File: src/rtl/multi_channel_tester.sv
// Multi-channel link tester: each channel has a pattern generator on the tx stream
// and a self-synchronising checker on the rx stream, with sticky error flags and saturating counters.
module multi_channel_tester #(
  parameter int unsigned NUM_CH    = 2,
  parameter int unsigned DATA_W    = 32,
  parameter int unsigned ERR_CNT_W = 4,
  parameter int unsigned PATTERN   = 0
) (
  input  logic                        clk,
  input  logic                        peripheral_reset,
  input  logic                        enable,
  input  logic                        clear_err,
  input  logic [NUM_CH-1:0]           inject_err,
  input  logic [NUM_CH-1:0]           channel_up,
  output logic [NUM_CH*DATA_W-1:0]    tx_tdata,
  output logic [NUM_CH-1:0]           tx_tvalid,
  input  logic [NUM_CH-1:0]           tx_tready,
  input  logic [NUM_CH*DATA_W-1:0]    rx_tdata,
  input  logic [NUM_CH-1:0]           rx_tvalid,
  output logic [NUM_CH-1:0]           error,
  output logic [NUM_CH*ERR_CNT_W-1:0] error_count,
  output logic [NUM_CH-1:0]           locked
);

  localparam logic [DATA_W-1:0]    SEED    = (PATTERN == 1) ? DATA_W'(1) : '0;
  localparam logic [ERR_CNT_W-1:0] CNT_MAX = '1;

  typedef enum logic [1:0] {
    IDLE = 2'd0,
    SYNC = 2'd1,
    RUN  = 2'd2
  } state_t;

  function automatic logic [DATA_W-1:0] next_word(input logic [DATA_W-1:0] w);
    if (PATTERN == 1) return {w[DATA_W-2:0], w[DATA_W-1]};
    else              return w + DATA_W'(1);
  endfunction

  for (genvar i = 0; i < NUM_CH; i++) begin : g_ch
    logic                 go;
    logic                 accept;
    logic                 hold;
    logic                 pend;
    logic                 valid_q;
    logic                 arm_q;
    logic                 cor_q;
    logic [DATA_W-1:0]    pat_q;
    logic [DATA_W-1:0]    pat_next;
    logic [DATA_W-1:0]    data_q;
    logic [DATA_W-1:0]    rx_word;
    logic [DATA_W-1:0]    exp_q;
    logic                 load_exp;
    logic                 do_check;
    logic                 mismatch;
    logic                 err_q;
    logic                 locked_q;
    logic [ERR_CNT_W-1:0] cnt_q;
    state_t               state_q;
    state_t               state_next;

    assign go      = enable & channel_up[i];
    assign accept  = valid_q & tx_tready[i];
    assign hold    = valid_q & ~tx_tready[i];
    assign rx_word = rx_tdata[i*DATA_W +: DATA_W];

    // Corruption still owed: a new pulse, an armed flag, or a corrupted word not yet taken.
    assign pend = arm_q | inject_err[i] | (cor_q & ~accept);

    // Clean pattern value of the word on the bus; restarts from seed while the link is down.
    always_comb begin
      pat_next = pat_q;
      if (!channel_up[i])  pat_next = SEED;
      else if (accept)     pat_next = next_word(pat_q);
    end

    // Generator: output word register carries the injected bit-0 flip, pattern does not.
    always_ff @(posedge clk or posedge peripheral_reset) begin
      if (peripheral_reset) begin
        valid_q <= 1'b0;
        pat_q   <= SEED;
        data_q  <= '0;
        arm_q   <= 1'b0;
        cor_q   <= 1'b0;
      end else begin
        valid_q <= go;
        pat_q   <= pat_next;
        if (!go) begin
          data_q <= '0;
          cor_q  <= 1'b0;
          arm_q  <= pend;
        end else if (!hold) begin
          data_q <= {pat_next[DATA_W-1:1], pat_next[0] ^ pend};
          cor_q  <= pend;
          arm_q  <= 1'b0;
        end else begin
          arm_q  <= arm_q | inject_err[i];
        end
      end
    end

    always_ff @(posedge clk or posedge peripheral_reset) begin
      if (peripheral_reset) state_q <= IDLE;
      else                  state_q <= state_next;
    end

    always_comb begin
      state_next = state_q;
      if (!go) begin
        state_next = IDLE;
      end else begin
        case (state_q)
          IDLE:    state_next = SYNC;
          SYNC:    if (rx_tvalid[i]) state_next = RUN;
          RUN:     state_next = RUN;
          default: state_next = IDLE;
        endcase
      end
    end

    always_comb begin
      load_exp = 1'b0;
      do_check = 1'b0;
      if (go) begin
        case (state_q)
          SYNC:    load_exp = rx_tvalid[i];
          RUN:     do_check = rx_tvalid[i];
          default: ;
        endcase
      end
    end

    assign mismatch = do_check & (rx_word != exp_q);

    // Expected value tracks the pattern, never the received data once running.
    always_ff @(posedge clk or posedge peripheral_reset) begin
      if (peripheral_reset) begin
        exp_q    <= '0;
        locked_q <= 1'b0;
      end else begin
        locked_q <= (state_next == RUN);
        if (load_exp)      exp_q <= next_word(rx_word);
        else if (do_check) exp_q <= next_word(exp_q);
      end
    end

    always_ff @(posedge clk or posedge peripheral_reset) begin
      if (peripheral_reset) begin
        err_q <= 1'b0;
        cnt_q <= '0;
      end else if (clear_err) begin
        err_q <= 1'b0;
        cnt_q <= '0;
      end else if (mismatch) begin
        err_q <= 1'b1;
        if (cnt_q != CNT_MAX) cnt_q <= cnt_q + ERR_CNT_W'(1);
      end
    end

    assign tx_tdata[i*DATA_W +: DATA_W]          = data_q;
    assign tx_tvalid[i]                          = valid_q;
    assign error[i]                              = err_q;
    assign error_count[i*ERR_CNT_W +: ERR_CNT_W] = cnt_q;
    assign locked[i]                             = locked_q;
  end

endmodule

File: config.mk
export PLATFORM = sky130hd
export DESIGN_NAME = multi_channel_tester
export DESIGN_NICKNAME = d
export VERILOG_FILES = /design/src/rtl/multi_channel_tester.sv
export SDC_FILE = /design/constraint.sdc
export NUM_CORES = 1
export LEC_CHECK = 0
export ABC_AREA = 1
export CAP_MARGIN = 5
export CORE_MARGIN = 4
export CORE_UTILIZATION = 61
export DETAILED_ROUTE_END_ITERATION = 16
export HOLD_SLACK_MARGIN = 0.05
export PLACE_DENSITY = 0.84
export SLEW_MARGIN = 20
export SYNTH_ARGS = -nofsm -noshare
export SYNTH_HDL_FRONTEND = slang
export SYNTH_SLANG_ARGS = --single-unit
File: constraint.sdc
create_clock -name clk -period 16.55 [get_ports clk]
set_clock_uncertainty 0.15 [all_clocks]
set_input_delay 3.31 -clock clk [delete_from_list [all_inputs] [get_ports clk]]
set_output_delay 3.31 -clock clk [all_outputs]
set_load 0.005 [all_outputs]
Word-level counts from Yosys, hierarchy flattened
Cells that the tools add are included.
{"block": "totals", "reg_bits": 214, "word_cells": 114, "output_inout_bits": 78}
{"block": "op_classes", "n_eq_ne": 12, "reduce_logical": 10, "bitwise": 20, "add_sub_neg": 8, "muxes": 44}
{"cell": "two-way mux 32 bit", "count": 12}
{"cell": "adder 32 x 1 -> 32 bit (second input constant)", "count": 6}
{"cell": "inequality test 32 bit", "count": 2}
{"cell": "two-way mux 4 bit", "count": 6}
{"cell": "two-way mux 1 bit", "count": 20}
{"cell": "case mux 2 bit (3 select lines)", "count": 2}
{"cell": "nonzero test 2 bit", "count": 6}
{"cell": "AND 1 bit", "count": 10}
{"cell": "adder 4 x 1 -> 4 bit (second input constant)", "count": 2}
{"cell": "equality test 2 bit (second input constant)", "count": 4}
{"cell": "two-way mux 2 bit", "count": 4}
{"cell": "inequality test 4 bit (second input constant)", "count": 2}
{"cell": "equality test 2 x 1 -> 1 bit (second input constant)", "count": 2}
{"cell": "zero test 2 bit", "count": 2}
{"cell": "inequality test 2 bit (second input constant)", "count": 2}
{"cell": "NOT 1 bit", "count": 4}
{"cell": "bitwise OR 1 bit", "count": 4}
{"cell": "AND reduction 2 bit", "count": 2}
{"cell": "XOR 1 bit", "count": 2}

Logic depth before layout (Yosys ltp)
{"block": "depth", "word_depth": 7, "mapped_depth": 18, "depth_no_buf": 16}

Worst setup path after synthesis
Ideal clock, no wire load.
{"block": "synth_path", "kind": "input to register", "start": "in channel_up[0]", "end": "reg g_ch[0].exp_q[18]", "arrival_ns": 4.899, "cell_stages": 16, "path_buffers": 2, "setup_slack_ns": 11.375, "path_cell_list": "buf_4 -> nand2_4 -> nor2_8 -> nand2_4 -> buf_6 -> nand2_1 -> o21ai_2 -> inv_1 -> ha_1 -> nand2_1 -> nor2_2 -> nand2_2 -> nor2_2 -> nand3_1 -> nand3_1 -> o21ai_0"}
{"block": "synth_between", "elab_chain_cells": 3}
{"element": "start, declared", "line_no": "14", "text": "input logic [NUM_CH-1:0] channel_up,"}
{"element": "AND 1 bit *", "line_no": "61", "text": "assign go = enable & channel_up[i];"}
{"element": "two-way mux 1 bit", "line_no": "123", "text": "if (go) begin"}
{"element": "two-way mux 32 bit / nonzero test 2 bit (equally long branches)"}
{"element": "end signal, assigned", "line_no": "141", "text": "if (load_exp) exp_q <= next_word(rx_word);"}
{"element": "end signal, assigned", "line_no": "142", "text": "else if (do_check) exp_q <= next_word(exp_q);"}
{"element": "end, declared", "line_no": "51", "text": "logic [DATA_W-1:0] exp_q;"}
Mark *: on every way between the ends. The rest lies on a longest branch, timed or not.
A chain may end at the register's enable or synchronous reset.

Worst setup path in the final report
{"block": "layout_path", "start": "in channel_up[0]", "end": "reg g_ch[0].exp_q[24]"}
Same word-level chain as after synthesis.

==> metrics.md <==
| Metric | Value |
|---|---|
| GR Overflow Total | 0 |
| Setup crit start | channel_up[0] |
| Unrepaired setup endpoints after global routing | false |
| Main synth FF type | dfrtp_1 |
| Initial antenna violation count | 0 |
| Top post-synthesis cells by area | dfrtp_1 41%, nand2_1 19%, nand3_1 5.9% |
| First-pass GRT wire length | 56030 um |
| Synth unique cells | 41 |
| Tmin final | 6.460 ns |
| Mapped Cells | 1829 |
| Antenna-violating nets left | 0 |
| Syn Area/Cell | between 7 and 8 um2 |
| Cell area after synthesis | 12970 um2 |
| DRC | 0 |
| Worst Setup EP | g_ch[0].exp_q[24]$_DFFE_PP0P_ |
| Site Rows | between 50 and 60 |
| Detailed-route via count | about 12000 |
| Register Area | 5355 um2 |
| Setup TNS Final | 0 ns |
| Detailed Place HPWL | 23760 um |
| Die Width | 153.8 um |
| Final setup violation count | 0 |
| Achievable clock frequency | 0.1548 GHz |
| Worst min path class | register to register |
| Clock slew seen by the registers of the worst setup and hold paths | 0.06 ns |
| # H-tree levels | 1 |
| Worst slew pin tran | 1.062 ns |
| Pwr Total | ~1.4 mW |
| VDD IR max | roughly 0.000075 V |
| Fin. max-slew vios | 0 |
| CORE AREA | roughly 21000 um2 |
| Post-CTS setup buffers | 0 |
| Tcrit/Tclk final | 39.03% |
| Startpoint Class | input port |
| Clk sinks | 214 |
| Fin. Hold Viols | 0 |
| Worst Path Arrival | 6.71 ns |
| Non-filler cells, final | 2253 |
| Max cap viols | 0 |
| Inserted Diodes | 0 |
| Clk root buf | clkbuf_16 |
| CP Capture Type | register |
| Initial Utilization | 61.88% |
| CTS Buffer Depth | 3 |
| PD cells | 89.28 nW/um2 |
| Worst r2r path cells | 15 |
| Io pins | 154 |
| Synth top area share | 41.30% |
| Fillers | 1669 |
| Multi-input gate area | about 6600 um2 |
| Clock Latency Late Sink | 0.53 ns |
| Yosys warning total | 0 |
| Die ar. | 23650 um2 |
| Hold-fix buffers, CTS | 0 |
| Net count, final | 2042 |
| TritonCTS clock tree | built |
| Req. time, crit path | 16.80 ns |
| DP Worst Slack | between 9 and 10 ns |
| FF+latch count, synth | 214 |
| DR pass1 iterations | 5 |
| GPL Wtd Cong | 0.9501 |
| Slew HR | 29.10% |
| Setup CP Type | input port to register |
| Seq/Total Area, Yosys | 41.30% |
| Gr usage total | 27.98% |
| Die Height | 153.8 um |
| Leak | 7.317 nW |
| Pin count of the biggest net entering global routing | 130 |
| Vias in the first global route | 11614 |
| Routed WL | 33700 um |
| Reg2reg start | g_ch[0].state_q[1]$_DFF_PP0_ |
| Synth async-reset ratio | 100.0% |
| TritonCTS Buffers | 24 |
| Final WS setup | 10.09 ns |
| WL/cell | 14.96 um |
| Share of cells above drive strength 1 | 4.954% |
| Crit path max fanout | 40 |
| First DRT Iteration DRCs | 953 |
| Syn nets | 1911 |
| Min-Delay Path Depth | 2 |
| Status | complete, no violations |
| Port Buffers | 153 |
| Post-synth top area cell | dfrtp_1 |
| Area Growth Syn to Fin | 18.46% |
| PostCTS Resize Cnt | 0 |
| DR vias/cell | 5.462 |
| Number of flops mapped to enable cells by yosys | 0 |
| Reg2reg end | g_ch[0].exp_q[24]$_DFFE_PP0P_ |
| Reg-to-reg slack, setup | 13.49 ns |
| DP Cell Count | 2209 |
==> routing by layer <==
| layer | up-vias | track usage (%) | wire length, um |
|---|---|---|---|
| li1 | 6032 | - | - |
| met1 | 5743 | 38.42 | 14350 |
| met2 | 473 | 47.27 | 16170 |
| met3 | 59 | 4.165 | 2430 |
| met4 | 0 | 6.686 | 746 |
| met5 | - | 0 | 0 |
==> synth_stat cells, types with 3 or more instances <==
| cell | instances |
|---|---|
| a22o_1 | 6 |
| nor2_2 | 14 |
| ha_1 | 6 |
| nand2_4 | 4 |
| a31oi_1 | 9 |
| or2_2 | 4 |
| nor2_8 | 3 |
| buf_2 | 12 |
| dfrtp_1 | 214 |
| nand2_2 | 12 |
| o22ai_1 | 4 |
| xnor2_1 | 57 |
| nand2_1 | 655 |
| inv_2 | 6 |
| and2_1 | 6 |
| a21oi_1 | 21 |
| nor2_1 | 203 |
| buf_4 | 12 |
| nor4_1 | 3 |
| o21bai_1 | 3 |
| buf_6 | 11 |
| clkbuf_1 | 16 |
| o21ai_0 | 84 |
| nand3_1 | 154 |
| clkinv_1 | 3 |
| xor2_1 | 43 |
| nand3b_1 | 11 |
| o21ai_1 | 6 |
| nor3_1 | 18 |
| nand4_1 | 33 |
| inv_1 | 174 |
| nor2_4 | 8 |
==> cell type report <==
cell class	count	share of cell area [%]
inverters	183	4.521
flip-flops and latches	214	34.86
clock inverters	14	1.181
multi-input cells	1380	42.89
repair buffers	157	10.19
clock buffers	30	4.122
well taps	275	2.240
==> critical path, stage by stage <==
cell	delay, ns
clkdlybuf4s50_1	0.89
nand2_4	0.17
nor2_8	0.41
nand2_4	0.37
nand2_1	0.18
o21ai_2	0.10
inv_1	0.08
ha_1	0.17
nand2_1	0.09
nor2_2	0.20
nand2_2	0.18
nor2_4	0.22
nand2_1	0.07
nand2_1	0.05
nand2_1	0.05
nand2_1	0.07
nand2_1	0.07
==> through the flow <==
step | cell area [um2] | utilization (%) | hold slack, ns
2_1_floorplan | 12970 | - | 0.3224
3_3_place_gp | 14540 | 69.40 | 0.3155
3_5_place_dp | 14540 | 69.40 | 0.3226
4_1_cts | 15360 | 73.29 | 0.3378
5_1_grt | 15360 | 73.30 | 0.3610
6_report | 15360 | 73.30 | 0.3352
==> cell families after synthesis <==
logic type	count (synthesis)	synth area share, %
simple gates	1131	37.34
buf+inv	235	7.902
flops	214	41.30
compound gates	143	6.127
xor+xnor	100	6.754
fa+ha+maj	6	0.5789
==> flip-flops by register name, indices dropped and copies added (netlist names) <==
signal and flops:
g_ch.pat_q 64, g_ch.state_q 4, g_ch.cnt_q 8, g_ch.err_q 2, g_ch.locked_q 2, g_ch.data_q 64, g_ch.exp_q 64, g_ch.cor_q 2
g_ch.arm_q 2, g_ch.valid_q 2
==> report_power, final <==
part           internal [mW]  leakage [nW]  switching (mW)
clock network          0.334         0.407           0.218
registers              0.555          2.91          0.0298
logic                 0.0913          4.00           0.143
total                  0.980          7.32           0.391
==> layout by cell type (no fill, tap or decap), types with 8 or more instances in the layout <==
cell type        instances
nand2_2                 12
nand3_1                154
nor2_4                   8
a31oi_1                  9
o21ai_0                 84
inv_1                  173
nor2_2                  14
xor2_1                  43
nand2_1                655
clkbuf_16               24
xnor2_1                 57
clkinv_2                 9
nor3_1                  18
a21oi_1                 21
nand4_1                 33
nand3b_1                11
clkdlybuf4s50_1        153
dfrtp_1                214
nor2_1                 203
==> worst min-delay path by stage <==
| stage | startpoint | to |
|---|---|---|
| 2_1_floorplan | g_ch[1].data_q[31]$_DFFE_PP0P_ | g_ch[1].data_q[31]$_DFFE_PP0P_ |
| 3_3_place_gp | g_ch[1].data_q[16]$_DFFE_PP0P_ | g_ch[1].data_q[16]$_DFFE_PP0P_ |
| 3_5_place_dp | g_ch[0].data_q[30]$_DFFE_PP0P_ | g_ch[0].data_q[30]$_DFFE_PP0P_ |
| 4_1_cts | g_ch[0].data_q[30]$_DFFE_PP0P_ | g_ch[0].data_q[30]$_DFFE_PP0P_ |
| 5_1_grt | g_ch[0].data_q[7]$_DFFE_PP0P_ | g_ch[0].data_q[7]$_DFFE_PP0P_ |
| 6_report | g_ch[0].data_q[31]$_DFFE_PP0P_ | g_ch[0].data_q[31]$_DFFE_PP0P_ |
(Power assumes the default switching activity.)
